<file path="config.mk">
export PLATFORM = sky130hd
export DESIGN_NAME = ram_port_arbiter
export DESIGN_NICKNAME = d
export VERILOG_FILES = /design/src/rtl/ram_pkg.sv /design/src/rtl/ram_port_arbiter_rr_arb2.sv /design/src/rtl/ram_port_arbiter.sv
export SDC_FILE = /design/constraint.sdc
export NUM_CORES = 1
export LEC_CHECK = 0
export BUFFER_PORTS_ARGS = -buffer_cell sky130_fd_sc_hd__buf_2
export CAP_MARGIN = 40
export CORE_AREA = 10 10 78 80
export DETAILED_ROUTE_END_ITERATION = 6
export DIE_AREA = 0 0 88 90
export PLACE_DENSITY_LB_ADDON = 0.15
export SLEW_MARGIN = 5
export SYNTH_ARGS = -nofsm -noshare
export SYNTH_HDL_FRONTEND = slang
export SYNTH_SLANG_ARGS = --single-unit
</file>
<file path="constraint.sdc">
create_clock -name clk -period 1.3 [get_ports clk]
set_input_delay 0.13 -clock clk [delete_from_list [all_inputs] [get_ports clk]]
set_output_delay 0.13 -clock clk [all_outputs]
set_load 0.01 [all_outputs]
</file>
<file path="src/rtl/ram_pkg.sv">
// rtl/ram_pkg.sv - shared types for the two-port RAM arbiter
package ram_pkg;

  localparam int PORTS      = 2;
  localparam int RAM_DATA_W = 8;
  localparam int RAM_ADDR_W = 8;

  typedef enum logic [0:0] {
    PORT_FETCH = 1'b0,
    PORT_LSU   = 1'b1
  } port_e;

  typedef struct packed {
    logic                  we;
    logic [RAM_ADDR_W-1:0] addr;
    logic [RAM_DATA_W-1:0] wdata;
  } ram_req_t;

endpackage

</file>
<file path="src/rtl/ram_port_arbiter_rr_arb2.sv">
// rtl/ram_port_arbiter_rr_arb2.sv - two-way round-robin arbiter
module rr_arb2 (
  input  logic       clk,
  input  logic       rst,
  input  logic [1:0] req_i,
  input  logic       en_i,
  output logic [1:0] grant_o
);

  logic rr_ptr_q, rr_ptr_d;

  always_comb begin
    grant_o  = req_i;
    rr_ptr_d = rr_ptr_q;
    if (req_i == 2'b11) begin
      grant_o = rr_ptr_q ? 2'b10 : 2'b01;
    end
    // A grant only turns into a handshake when the slot is free; priority then passes on.
    if (en_i && (req_i != 2'b00)) begin
      rr_ptr_d = ~grant_o[1];
    end
  end

  always_ff @(posedge clk or posedge rst) begin
    if (rst) begin
      rr_ptr_q <= 1'b0;
    end else begin
      rr_ptr_q <= rr_ptr_d;
    end
  end

endmodule

</file>
<file path="src/rtl/ram_port_arbiter.sv">
// rtl/ram_port_arbiter.sv - arbitrates fetch and load/store ports onto one RAM port
module ram_port_arbiter
  import ram_pkg::*;
#(
  parameter int DATA_ = RAM_DATA_W,
  parameter int ADDR_ = RAM_ADDR_W
) (
  input  logic             clk,
  input  logic             rst,
  input  logic             p0_req_valid,
  output logic             p0_req_ready,
  input  logic             p0_req_we,
  input  logic [ADDR_-1:0] p0_req_addr,
  input  logic [DATA_-1:0] p0_req_wdata,
  output logic             p0_rsp_valid,
  input  logic             p0_rsp_ready,
  output logic [DATA_-1:0] p0_rsp_rdata,
  input  logic             p1_req_valid,
  output logic             p1_req_ready,
  input  logic             p1_req_we,
  input  logic [ADDR_-1:0] p1_req_addr,
  input  logic [DATA_-1:0] p1_req_wdata,
  output logic             p1_rsp_valid,
  input  logic             p1_rsp_ready,
  output logic [DATA_-1:0] p1_rsp_rdata,
  output logic             ram_ena,
  output logic             ram_we,
  output logic [ADDR_-1:0] ram_addr,
  output logic [DATA_-1:0] ram_din,
  input  logic [DATA_-1:0] ram_dout
);

  typedef struct packed {
    logic             we;
    logic [ADDR_-1:0] addr;
    logic [DATA_-1:0] wdata;
  } req_t;

  req_t             req [PORTS];
  logic [PORTS-1:0] req_valid, req_ready, rsp_ready, grant;
  logic             adv, slot_free, take;
  port_e            sel_src;

  logic             a_vld_q, a_vld_d;
  port_e            a_src_q, a_src_d;
  req_t             a_q, a_d;
  logic [PORTS-1:0] rsp_valid_q, rsp_valid_d;
  logic [DATA_-1:0] rsp_rdata_q [PORTS];
  logic [DATA_-1:0] rsp_rdata_d [PORTS];

  assign req[0]    = {p0_req_we, p0_req_addr, p0_req_wdata};
  assign req[1]    = {p1_req_we, p1_req_addr, p1_req_wdata};
  assign req_valid = {p1_req_valid, p0_req_valid};
  assign rsp_ready = {p1_rsp_ready, p0_rsp_ready};

  // Stage A may only issue when its destination response slot is empty or draining.
  assign adv       = a_vld_q & (~rsp_valid_q[a_src_q] | rsp_ready[a_src_q]);
  assign slot_free = ~a_vld_q | adv;

  rr_arb2 u_arb (
    .clk     (clk),
    .rst     (rst),
    .req_i   (req_valid),
    .en_i    (slot_free),
    .grant_o (grant)
  );

  assign req_ready    = grant & {PORTS{slot_free}};
  assign take         = |(req_valid & req_ready);
  assign sel_src      = grant[1] ? PORT_LSU : PORT_FETCH;
  assign p0_req_ready = req_ready[0];
  assign p1_req_ready = req_ready[1];

  // RAM is driven from registered stage A only, never straight from request inputs.
  assign ram_ena  = adv;
  assign ram_we   = adv & a_q.we;
  assign ram_addr = a_q.addr;
  assign ram_din  = a_q.wdata;

  always_comb begin
    a_vld_d     = a_vld_q;
    a_src_d     = a_src_q;
    a_d         = a_q;
    rsp_valid_d = rsp_valid_q;
    rsp_rdata_d = rsp_rdata_q;
    if (adv) begin
      a_vld_d = 1'b0;
    end
    if (take) begin
      a_vld_d = 1'b1;
      a_src_d = sel_src;
      a_d     = req[sel_src];
    end
    for (int p = 0; p < PORTS; p++) begin
      if (rsp_valid_q[p] && rsp_ready[p]) begin
        rsp_valid_d[p] = 1'b0;
      end
    end
    // A new response overrides the consume-clear, so valid stays high back to back.
    if (adv) begin
      rsp_valid_d[a_src_q] = 1'b1;
      rsp_rdata_d[a_src_q] = a_q.we ? '0 : ram_dout;
    end
  end

  always_ff @(posedge clk or posedge rst) begin
    if (rst) begin
      a_vld_q     <= 1'b0;
      a_src_q     <= PORT_FETCH;
      a_q         <= '0;
      rsp_valid_q <= '0;
      rsp_rdata_q <= '{default: '0};
    end else begin
      a_vld_q     <= a_vld_d;
      a_src_q     <= a_src_d;
      a_q         <= a_d;
      rsp_valid_q <= rsp_valid_d;
      rsp_rdata_q <= rsp_rdata_d;
    end
  end

  assign p0_rsp_valid = rsp_valid_q[0];
  assign p1_rsp_valid = rsp_valid_q[1];
  assign p0_rsp_rdata = rsp_rdata_q[0];
  assign p1_rsp_rdata = rsp_rdata_q[1];

endmodule

</file>
# Word-level counts from Yosys, hierarchy flattened
# Cells that the tools add are included.
# W data, S select, Z words.
word_totals:
  register_bits: 38
  input_bits: 48
  output_inout_bits: 38
  word_cells: 56
classes:
  order_cmp: 5
  eq_ne: 1
  n_mux: 21
  bitwise: 12
  n_reduce_logical: 8
ops:
  columns: ["cell", "count"]
  rows:
  - ["$mux W17", 3]
  - ["$bwmux W16", 1]
  - ["$mux W8", 2]
  - ["$mux W1", 10]
  - ["$demux W8 S1", 1]
  - ["$mux W2", 3]
  - ["$logic_and A1 B1 Y1", 5]
  - ["$and A2 B2 Y2", 2]
  - ["$ge A2 B2 Y1 const B", 2]
  - ["$not A1 Y2", 2]
  - ["$reduce_bool A2 Y1", 2]
  - ["$not A1 Y1", 3]
  - ["$and A1 B1 Y1", 2]
  - ["$eq A2 B2 Y1 const B", 1]
  - ["$lt A1 B2 Y1 const B", 1]
  - ["$lt A2 B1 Y1 const B", 1]
  - ["$or A1 B1 Y1", 2]
  - ["$or A2 B2 Y2", 1]
  - ["$reduce_or A2 Y1", 1]
  - ["$demux W1 S1", 1]
  - ["$ge A1 B1 Y1 const B", 1]

# Depth between registers and ports, before layout
# Gate-level depths: netlist of the first run.
logic_depth:
  ltp_word: 10
  ltp_mapped: 6
  mapped_depth_nobuf: 3

# Modules after synthesis
# A second synthesis of the first run with hierarchy kept.
hier_totals:
  cells_unflattened: 143
  area_unflattened_um2: 1903.1
by_module_without_submodules:
  columns: ["mod", "instances", "cells_each", "area_each_um2", "seq_area_each_um2"]
  rows:
  - ["ram_port_arbiter", 1, 136, 1844.3, 925.9]
  - ["rr_arb2", 1, 7, 58.8, 25.0]

# Least setup slack after synthesis of the first run
# No wires, ideal clock.
synth_path:
  path_kind: "reg-to-reg"
  start: "reg rsp_valid_q[0]"
  end: "reg rsp_rdata_q (netlist bit p0_rsp_rdata[0])"
  setup_time_ps: 125
  arrival_time_ps: 1214
  required_ps: 1175
  path_slack_ps: -38
  stages_incl_launch_ff: 4
  n_path_buf: 0
  synth_period_minus_slack_ps: 1338
  path_cell_list: "dfrtp_1 > nand2b_1 > nor3b_4 > mux2_2"
synth_between:
  elab_chain_cells: 5
synth_rtl:
  columns: ["item", "line_no", "source"]
  rows:
  - ["from (decl)", "ram_port_arbiter.sv:47", "logic [PORTS-1:0] rsp_valid_q, rsp_valid_d;"]
  - ["from (signal assigned)", "ram_port_arbiter.sv:117", "rsp_valid_q <= rsp_valid_d;"]
  - ["$mux W1 (implied by the code) (2 in series)", "ram_port_arbiter.sv:57", "assign adv = a_vld_q & (~rsp_valid_q[a_src_q] | rsp_ready[a_src_q]);"]
  - ["$not A1 Y1", "ram_port_arbiter.sv:57", null]
  - ["$or A1 B1 Y1", "ram_port_arbiter.sv:57", null]
  - ["$and A1 B1 Y1", "ram_port_arbiter.sv:57", null]
  - ["to (signal assigned)", "ram_port_arbiter.sv:118", "rsp_rdata_q <= rsp_rdata_d;"]
  - ["to (decl)", "ram_port_arbiter.sv:48", "logic [DATA_-1:0] rsp_rdata_q [PORTS];"]
# No other way between the ends. The select of a mux whose other input is x is not followed.
# A chain may end at the register's enable or synchronous reset.

# Worst setup path after layout of the first run
layout_path:
  start: "reg a_src_q"
  end: "out p0_req_ready"
layout_between:
  elab_chain_cells: 7
  word_cells_on_any_way: 9
  cone_classes: "mux (4); bitwise (5)"
layout_rtl:
  columns: ["item", "line_no", "source"]
  rows:
  - ["from (decl)", "ram_port_arbiter.sv:45", "port_e a_src_q, a_src_d;"]
  - ["from (signal assigned)", "ram_port_arbiter.sv:115", "a_src_q <= a_src_d;"]
  - ["$mux W1 (implied by the code) (2 in series)", "ram_port_arbiter.sv:57", null]
  - ["$not A1 Y1", "ram_port_arbiter.sv:57", null]
  - ["$or A1 B1 Y1 (*)", "ram_port_arbiter.sv:57", null]
  - ["$and A1 B1 Y1 (*)", "ram_port_arbiter.sv:57", null]
  - ["$or A1 B1 Y1 (*)", "ram_port_arbiter.sv:58", "assign slot_free = ~a_vld_q | adv;"]
  - ["$and A2 B2 Y2 (*)", "ram_port_arbiter.sv:68", "assign req_ready = grant & {PORTS{slot_free}};"]
  - ["to (decl)", "ram_port_arbiter.sv:11", "output logic p0_req_ready,"]
# Every way passes the cells marked *; elsewhere a longest branch is shown, timed or not. The select of a mux whose other input is x is not followed.

==> flow_metrics.py, run 1 <==
metrics = {
    "power": {
        "power_leakage_nw": 1.380,
        "p_int_mw": 4.032,
        "pwr_density_cell_nw_per_um2": 2170,
        "pwr-share-seq_pct": 33.0,
        "p_switching_mw": 2.339,
        "pwr-share-comb_pct": 51.0,
        "vdd_drop_max_mv": 0.9318,
        "swShare_pct": 36.72,
        "p_clk_share_pct": 16.0,
    },
    "global_routing": {
        "grt_max_degree": 39,
        "track_usage_pct": 14.84,
        "grt.overflow.total": 0,
        "antenna_found_initial": 0,
        "grt_pass1_wl_um": 9363,
        "grt_pass1_vias": 1759,
    },
    "run_status": {
        "violations": "negative setup slack",
        "status": "complete, but fails checks",
    },
    "setup_path": {
        "cp_max_fo": 6,
        "rr_worst_depth": 5,
        "cp-endpoint": "p0_req_ready",
        "crit_type": "reg2out",
        "regToRegEndpoint": "p0_rsp_rdata[2]$_DFFE_PP0P_",
        "critPathArrivalTime_ps": 1350,
        "startpoint_type": "flop",
        "r2r_setup_slack_ps": -130,
        "reg2reg_from": "rsp_valid_q[0]$_DFF_PP0_",
        "crit_path_start": "a_src_q$_DFFE_PP0P_",
        "cp-end-kind": "primary output",
        "cp_data_required_time_ps": 1170,
    },
    "timing": {
        "setup_ws_ps": -182.9,
        "skew_ps": 6.501,
        "tightest_slew_ps": 489.8,
        "rsz0062_at_grt": "true",
        "fmax_ghz": 0.6743,
        "relSlewSlack_pct": 67.34,
        "maxSlewViolCount": 0,
        "finalCriticalPeriod_ps": 1483,
        "fin_crit_sh_pct": 114.1,
        "hold_viol": 0,
        "setup_viol": 40,
    },
    "route": {
        "dr.pass1.iters": 4,
        "drt_iter0_drc": 97,
        "viasPerCell": 5.396,
        "wl_um": 6320,
        "wire_per_inst_um": 21.21,
        "vias": 1608,
        "final_antenna_net_count": 0,
        "drcViolationCount": 0,
    },
    "clocking": {
        "cts_tree": "yes",
        "clock_path_buffers": 2,
        "cts_buffers": 5,
        "clkTransAtPathRegs_ps": 80,
        "clockRootBuffer": "clkbuf_8",
        "cts_sinks": 38,
        "clk_latency_ps": 290,
        "htreeDepth": 2,
    },
    "worst_hold_path": {
        "worstHoldStart": "p0_req_wdata[7]",
        "holdPathStages": 3,
        "hold_class": "in2reg",
    },
    "cells_and_area": {
        "drive_above_1_share_pct": 72.13,
        "finalNonFillerCells": 298,
        "antenna_cells": 0,
        "postLayoutCoreUtil_pct": 63.84,
        "final_net_count": 291,
        "syn2layout_area_growth_pct": 55.88,
    },
    "floorplan": {
        "die_area_um2": 7920,
        "num_io_pins": 86,
        "die_x_um": 88,
        "die_h_um": 90,
        "rows": 25,
        "start_util_pct": 40.95,
        "core_area_um2": 4598,
    },
    "run": {
        "drv_cap": 0,
    },
    "logic_synthesis": {
        "avgSynthCellArea_um2": 12.64,
        "yosysSeqAreaShare_pct": 50.50,
        "synth_warnings": 0,
        "synth.distinct_cells": 28,
        "synth_cells": 149,
        "syn-num-nets": 197,
        "yosys_register_bits": 38,
        "syn_area_um2": 1883,
    },
    "place": {
        "dp_hpwl_um": 4201,
        "place.gp.congestion": 0.7951,
        "place_ws_ps": -52.73,
        "dp_cells": 273,
        "port_buffers": 85,
    },
}
-- through the flow --
step                setup TNS [ps]  cell area, µm²  hold WS, ps  power (mW)
floorplan                   -307.2            1891        238.9       3.626
global placement                 0            2280        261.5       4.233
detailed placement          -810.5            2280        272.9       4.347
CTS                          -2913            2631        114.9       5.887
global route                 -4939            2935        116.1       6.741
finish                       -3241            2935        107.7       6.371
-- critical path, cell delays in order (launching register included) --
cell	delay, ps
dfrtp_2	440
nand4b_1	130
buf_6	170
and3_4	210
buf_6	100
-- cells in the final DEF, fill, tap and decap left out, drive strengths merged --
| cell type | netlist | layout |
|---|---|---|
| a21boi | 1 | 1 |
| o2bb2ai | 17 | 17 |
| a31oi | 1 | 1 |
| inv | 2 | 2 |
| mux2 | 17 | 17 |
| clkinvlp | 0 | 2 |
| a41oi | 1 | 1 |
| dfrtp | 38 | 38 |
| nor2 | 2 | 2 |
| a32oi | 17 | 17 |
| nand4bb | 1 | 1 |
| o21ai | 1 | 1 |
| clkbuf | 3 | 6 |
| o211ai | 1 | 3 |
| nor2b | 9 | 9 |
| nand2 | 4 | 4 |
| dlygate4sd3 | 0 | 1 |
| nand2b | 3 | 3 |
| buf | 24 | 110 |
| and2 | 1 | 1 |
| or3 | 1 | 1 |
| nor3b | 1 | 1 |
| nand4b | 1 | 1 |
| and3 | 2 | 2 |
| bufinv | 0 | 1 |
| a21oi | 1 | 1 |
-- per-layer routing --
metal | wire, µm | up-vias | GRT usage [%]
met1 | 2336 | 795 | 16.72
met3 | 551 | 9 | 6.588
met5 | 0 | - | 0
met4 | 72 | 0 | 3.191
li1 | - | 745 | -
met2 | 3359 | 59 | 24.88
-- cell usage after synthesis (all sizes together) --
cell type / instances / share of area [%]
a31oi: 1 / 0.33
nand4b: 1 / 0.47
and2: 1 / 0.33
nand2b: 3 / 1.0
a21oi: 1 / 0.27
o211ai: 1 / 1.1
nor2b: 9 / 3.0
o2bb2ai: 17 / 8.2
a21boi: 1 / 0.60
nor3b: 1 / 1.0
dfrtp: 38 / 50
nand4bb: 1 / 0.60
buf: 24 / 9.8
nand2: 4 / 0.93
mux2: 17 / 10
o21ai: 1 / 0.27
nor2: 2 / 0.40
or3: 1 / 0.33
inv: 2 / 0.40
and3: 2 / 0.73
clkbuf: 3 / 1.2
a32oi: 17 / 7.9
a41oi: 1 / 0.47
-- worst min path at each step --
stage,endpoint,slack (ps)
after global routing,a_q[16]$_DFFE_PP0P_,120
final,ram_din[7]$_DFFE_PP0P_,110
after global placement,p0_rsp_rdata[1]$_DFFE_PP0P_,260
after floorplan,a_vld_q$_DFFE_PP0P_,240
after detailed placement,p0_rsp_rdata[1]$_DFFE_PP0P_,270
after CTS,ram_din[4]$_DFFE_PP0P_,110
-- flip-flops by register name, indices dropped and copies added, names as in the netlist --
signal          cells
rsp_valid_q         2
ram_din             8
p0_rsp_rdata        8
a_vld_q             1
u_arb.rr_ptr_q      1
a_q                 1
ram_addr            8
a_src_q             1
p1_rsp_rdata        8
-- kinds of logic after synthesis --
family	synth area share, %
multiplexers	10.17
flip-flops	50.50
AO/OA/AOI/OAI	19.20
buffers and inverters	11.36
AND/OR/NAND/NOR	8.772
-- final cells by class --
class | instances | area (µm²)
Sequential cell | 38 | 954.7
Multi-Input combinational cell | 84 | 1044
Fill cell | 366 | 1663
Timing Repair Buffer | 112 | 748.2
Inverter | 2 | 7.507
Clock inverter | 3 | 45.04
Clock buffer | 5 | 68.82
Tap cell | 54 | 67.56
-- what timing repair did --
item / 4_1_cts / 5_1_grt
setup buffers: 9 / 9
hold buffers: 1 / 0
resized for setup: 35 / 37
cloned: 2 / 1
endpoints found under the setup margin: 38 / 40
pin swaps: 5 / 11
endpoints found under the hold margin: 38 / 0
-- power by group through the flow --
stage	logic (mW)	clock network [mW]	registers [mW]
after global routing	3.46	1.10	2.18
final	3.25	1.02	2.10
after detailed placement	2.28	0	2.07
after global placement	2.19	0	2.04
after floorplan	1.53	0	2.09
after CTS	2.79	1.03	2.07
Power figures use the tool's default switching activity.
==> run 2, diff against run 1 <==
--- a/config.mk
+++ b/config.mk
@@ -7,9 +7,9 @@
 export LEC_CHECK = 0
 export BUFFER_PORTS_ARGS = -buffer_cell sky130_fd_sc_hd__buf_2
 export CAP_MARGIN = 40
-export CORE_AREA = 10 10 78 80
+export CORE_AREA = 10 10 75 77
 export DETAILED_ROUTE_END_ITERATION = 6
-export DIE_AREA = 0 0 88 90
+export DIE_AREA = 0 0 85 87
 export PLACE_DENSITY_LB_ADDON = 0.15
 export SLEW_MARGIN = 5
 export SYNTH_ARGS = -nofsm -noshare
==> constraint.sdc (replaced) <==
create_clock -name clk -period 1.5 [get_ports clk]
set_input_delay 0.15 -clock clk [delete_from_list [all_inputs] [get_ports clk]]
set_output_delay 0.15 -clock clk [all_outputs]
set_load 0.01 [all_outputs]
==> flow_metrics.py, run 2 (synthesis results as in run 1) <==
metrics = {
    "clocking": {
        "htreeDepth": 2,
        "cts_tree": "yes",
        "clock_path_buffers": 2,
        "clk_latency_ps": 280,
        "cts_buffers": 5,
        "clockRootBuffer": "clkbuf_8",
        "cts_sinks": 38,
        "clkTransAtPathRegs_ps": 70,
    },
    "power": {
        "vdd_drop_max_mv": 0.8006,
        "p_int_mw": 2.897,
        "pwr-share-seq_pct": 39.0,
        "pwr-share-comb_pct": 47.1,
        "p_switching_mw": 1.629,
        "power_leakage_nw": 1.200,
        "pwr_density_cell_nw_per_um2": 1820,
        "p_clk_share_pct": 13.9,
        "swShare_pct": 35.99,
    },
    "global_routing": {
        "antenna_found_initial": 0,
        "grt_max_degree": 39,
        "grt_pass1_wl_um": 8335,
        "grt.overflow.total": 0,
        "grt_pass1_vias": 1701,
        "track_usage_pct": 13.78,
    },
    "setup_path": {
        "crit_type": "reg2out",
        "crit_path_start": "a_src_q$_DFFE_PP0P_",
        "rr_worst_depth": 4,
        "cp-end-kind": "primary output",
        "cp_max_fo": 5,
        "critPathArrivalTime_ps": 1340,
        "startpoint_type": "flop",
        "reg2reg_from": "a_src_q$_DFFE_PP0P_",
        "cp_data_required_time_ps": 1350,
    },
    "route": {
        "dr.pass1.iters": 4,
        "drt_iter0_drc": 88,
        "vias": 1529,
        "final_antenna_net_count": 0,
        "drcViolationCount": 0,
        "viasPerCell": 5.328,
        "wl_um": 5196,
        "wire_per_inst_um": 18.10,
    },
    "floorplan": {
        "core_area_um2": 4234,
        "num_io_pins": 86,
        "die_area_um2": 7395,
        "rows": 24,
        "start_util_pct": 44.47,
        "die_x_um": 85,
        "die_h_um": 87,
    },
    "timing": {
        "fmax_ghz": 0.6732,
        "fin_crit_sh_pct": 99.03,
        "rsz0062_at_grt": "true",
        "hold_viol": 0,
        "relSlewSlack_pct": 65.93,
        "finalCriticalPeriod_ps": 1485,
        "tightest_slew_ps": 508.6,
        "skew_ps": 5.893,
        "maxSlewViolCount": 0,
        "setup_viol": 0,
    },
    "worst_hold_path": {
        "hold_class": "in2reg",
        "worstHoldStart": "p0_req_addr[6]",
        "holdPathStages": 3,
    },
    "run_status": {
        "status": "complete, no violations",
    },
    "place": {
        "dp_hpwl_um": 3962,
        "placed_cell_area_um2": 2247,
        "place.gp.congestion": 0.7860,
        "port_buffers": 85,
    },
    "run": {
        "drv_cap": 0,
    },
    "cells_and_area": {
        "postLayoutCoreUtil_pct": 58.72,
        "syn2layout_area_growth_pct": 32.03,
        "final_net_count": 283,
        "drive_above_1_share_pct": 59.15,
        "final_area_um2": 2486,
        "final_common_cell": "buf_2",
        "final_cell_mix": "81 x buf_2, 36 x dfrtp_1, 18 x buf_4",
        "antenna_cells": 0,
        "num-fill-cells": 381,
    },
}
## run 2: cell types whose count changed in the layout (fill, tap and decap cells not counted), moves of 4 or more
cell	previous run	this run
a32oi_2	11	0
mux2_2	0	16
mux2_4	17	1
a32oi_1	6	17
buf_6	10	5
buf_4	14	18
o2bb2ai_2	10	1
o2bb2ai_1	7	16
## run 2: layout make-up
| type | count | area [µm²] | area share [%] |
|---|---|---|---|
| Inverter | 2 | 7.507 | 0.3020 |
| Multi-Input combinational cell | 82 | 757.0 | 30.45 |
| Timing Repair Buffer | 106 | 626.9 | 25.21 |
| Tap cell | 52 | 65.06 | 2.617 |
| Sequential cell | 38 | 953.4 | 38.35 |
| Clock buffer | 7 | 76.32 | 3.070 |
## run 2: repair_timing
action | in CTS | in global routing
pin swaps | 4 | 3
endpoints found under the setup margin | 7 | 6
resized for setup | 9 | 7
setup buffers | 8 | 3
hold endpoints to repair | 38 | 0
hold buffers | 1 | 0
## run 2: through the flow
step	power (mW)	setup slack, ps	setup TNS, ps	std cells	hold WS [ps]
2_1_floorplan	3.131	146.3	0	149	258.9
3_3_place_gp	3.609	105.0	0	268	276.7
3_5_place_dp	3.696	5.558	0	268	294.1
4_1_cts	4.506	-4.729	-4.729	284	146.8
5_1_grt	4.860	-28.17	-74.14	287	163.7
6_report	4.526	14.61	0	287	149.1
## run 2: worst max-delay path, stage by stage, from the launching register on
cell and delay (ps):
dfrtp_2 440, mux2_4 320, and3_4 180, buf_6 110
## run 2: worst paths after layout
kind / endpoint / slack (ps)
setup / recovery: ram_we / 10
hold / removal: ram_addr[6]$_DFFE_PP0P_ / 150
setup reg to reg: p0_rsp_rdata[7]$_DFFE_PP0P_ / 50
hold reg to reg: ram_addr[4]$_DFFE_PP0P_ / 490
max in group asynchronous: a_vld_q$_DFFE_PP0P_ / 620
min in group asynchronous: ram_addr[3]$_DFFE_PP0P_ / 510
## run 2: routing by layer
layer  vias up  part of all wire, %  global-route usage (%)
met5         -                    0                       0
met4         0                 0.89                   3.743
met3         4                  7.4                   5.993
met2        57                   51                   23.02
met1       750                   41                   15.68
li1        718                    -                       -
## run 2: power by group through the flow
stage	Combinational, mW	Sequential [mW]	Clock [mW]
final	2.13	1.77	0.629
after CTS	2.08	1.77	0.655
after detailed placement	1.92	1.78	0
after global routing	2.32	1.84	0.700
after global placement	1.84	1.77	0
after floorplan	1.32	1.81	0
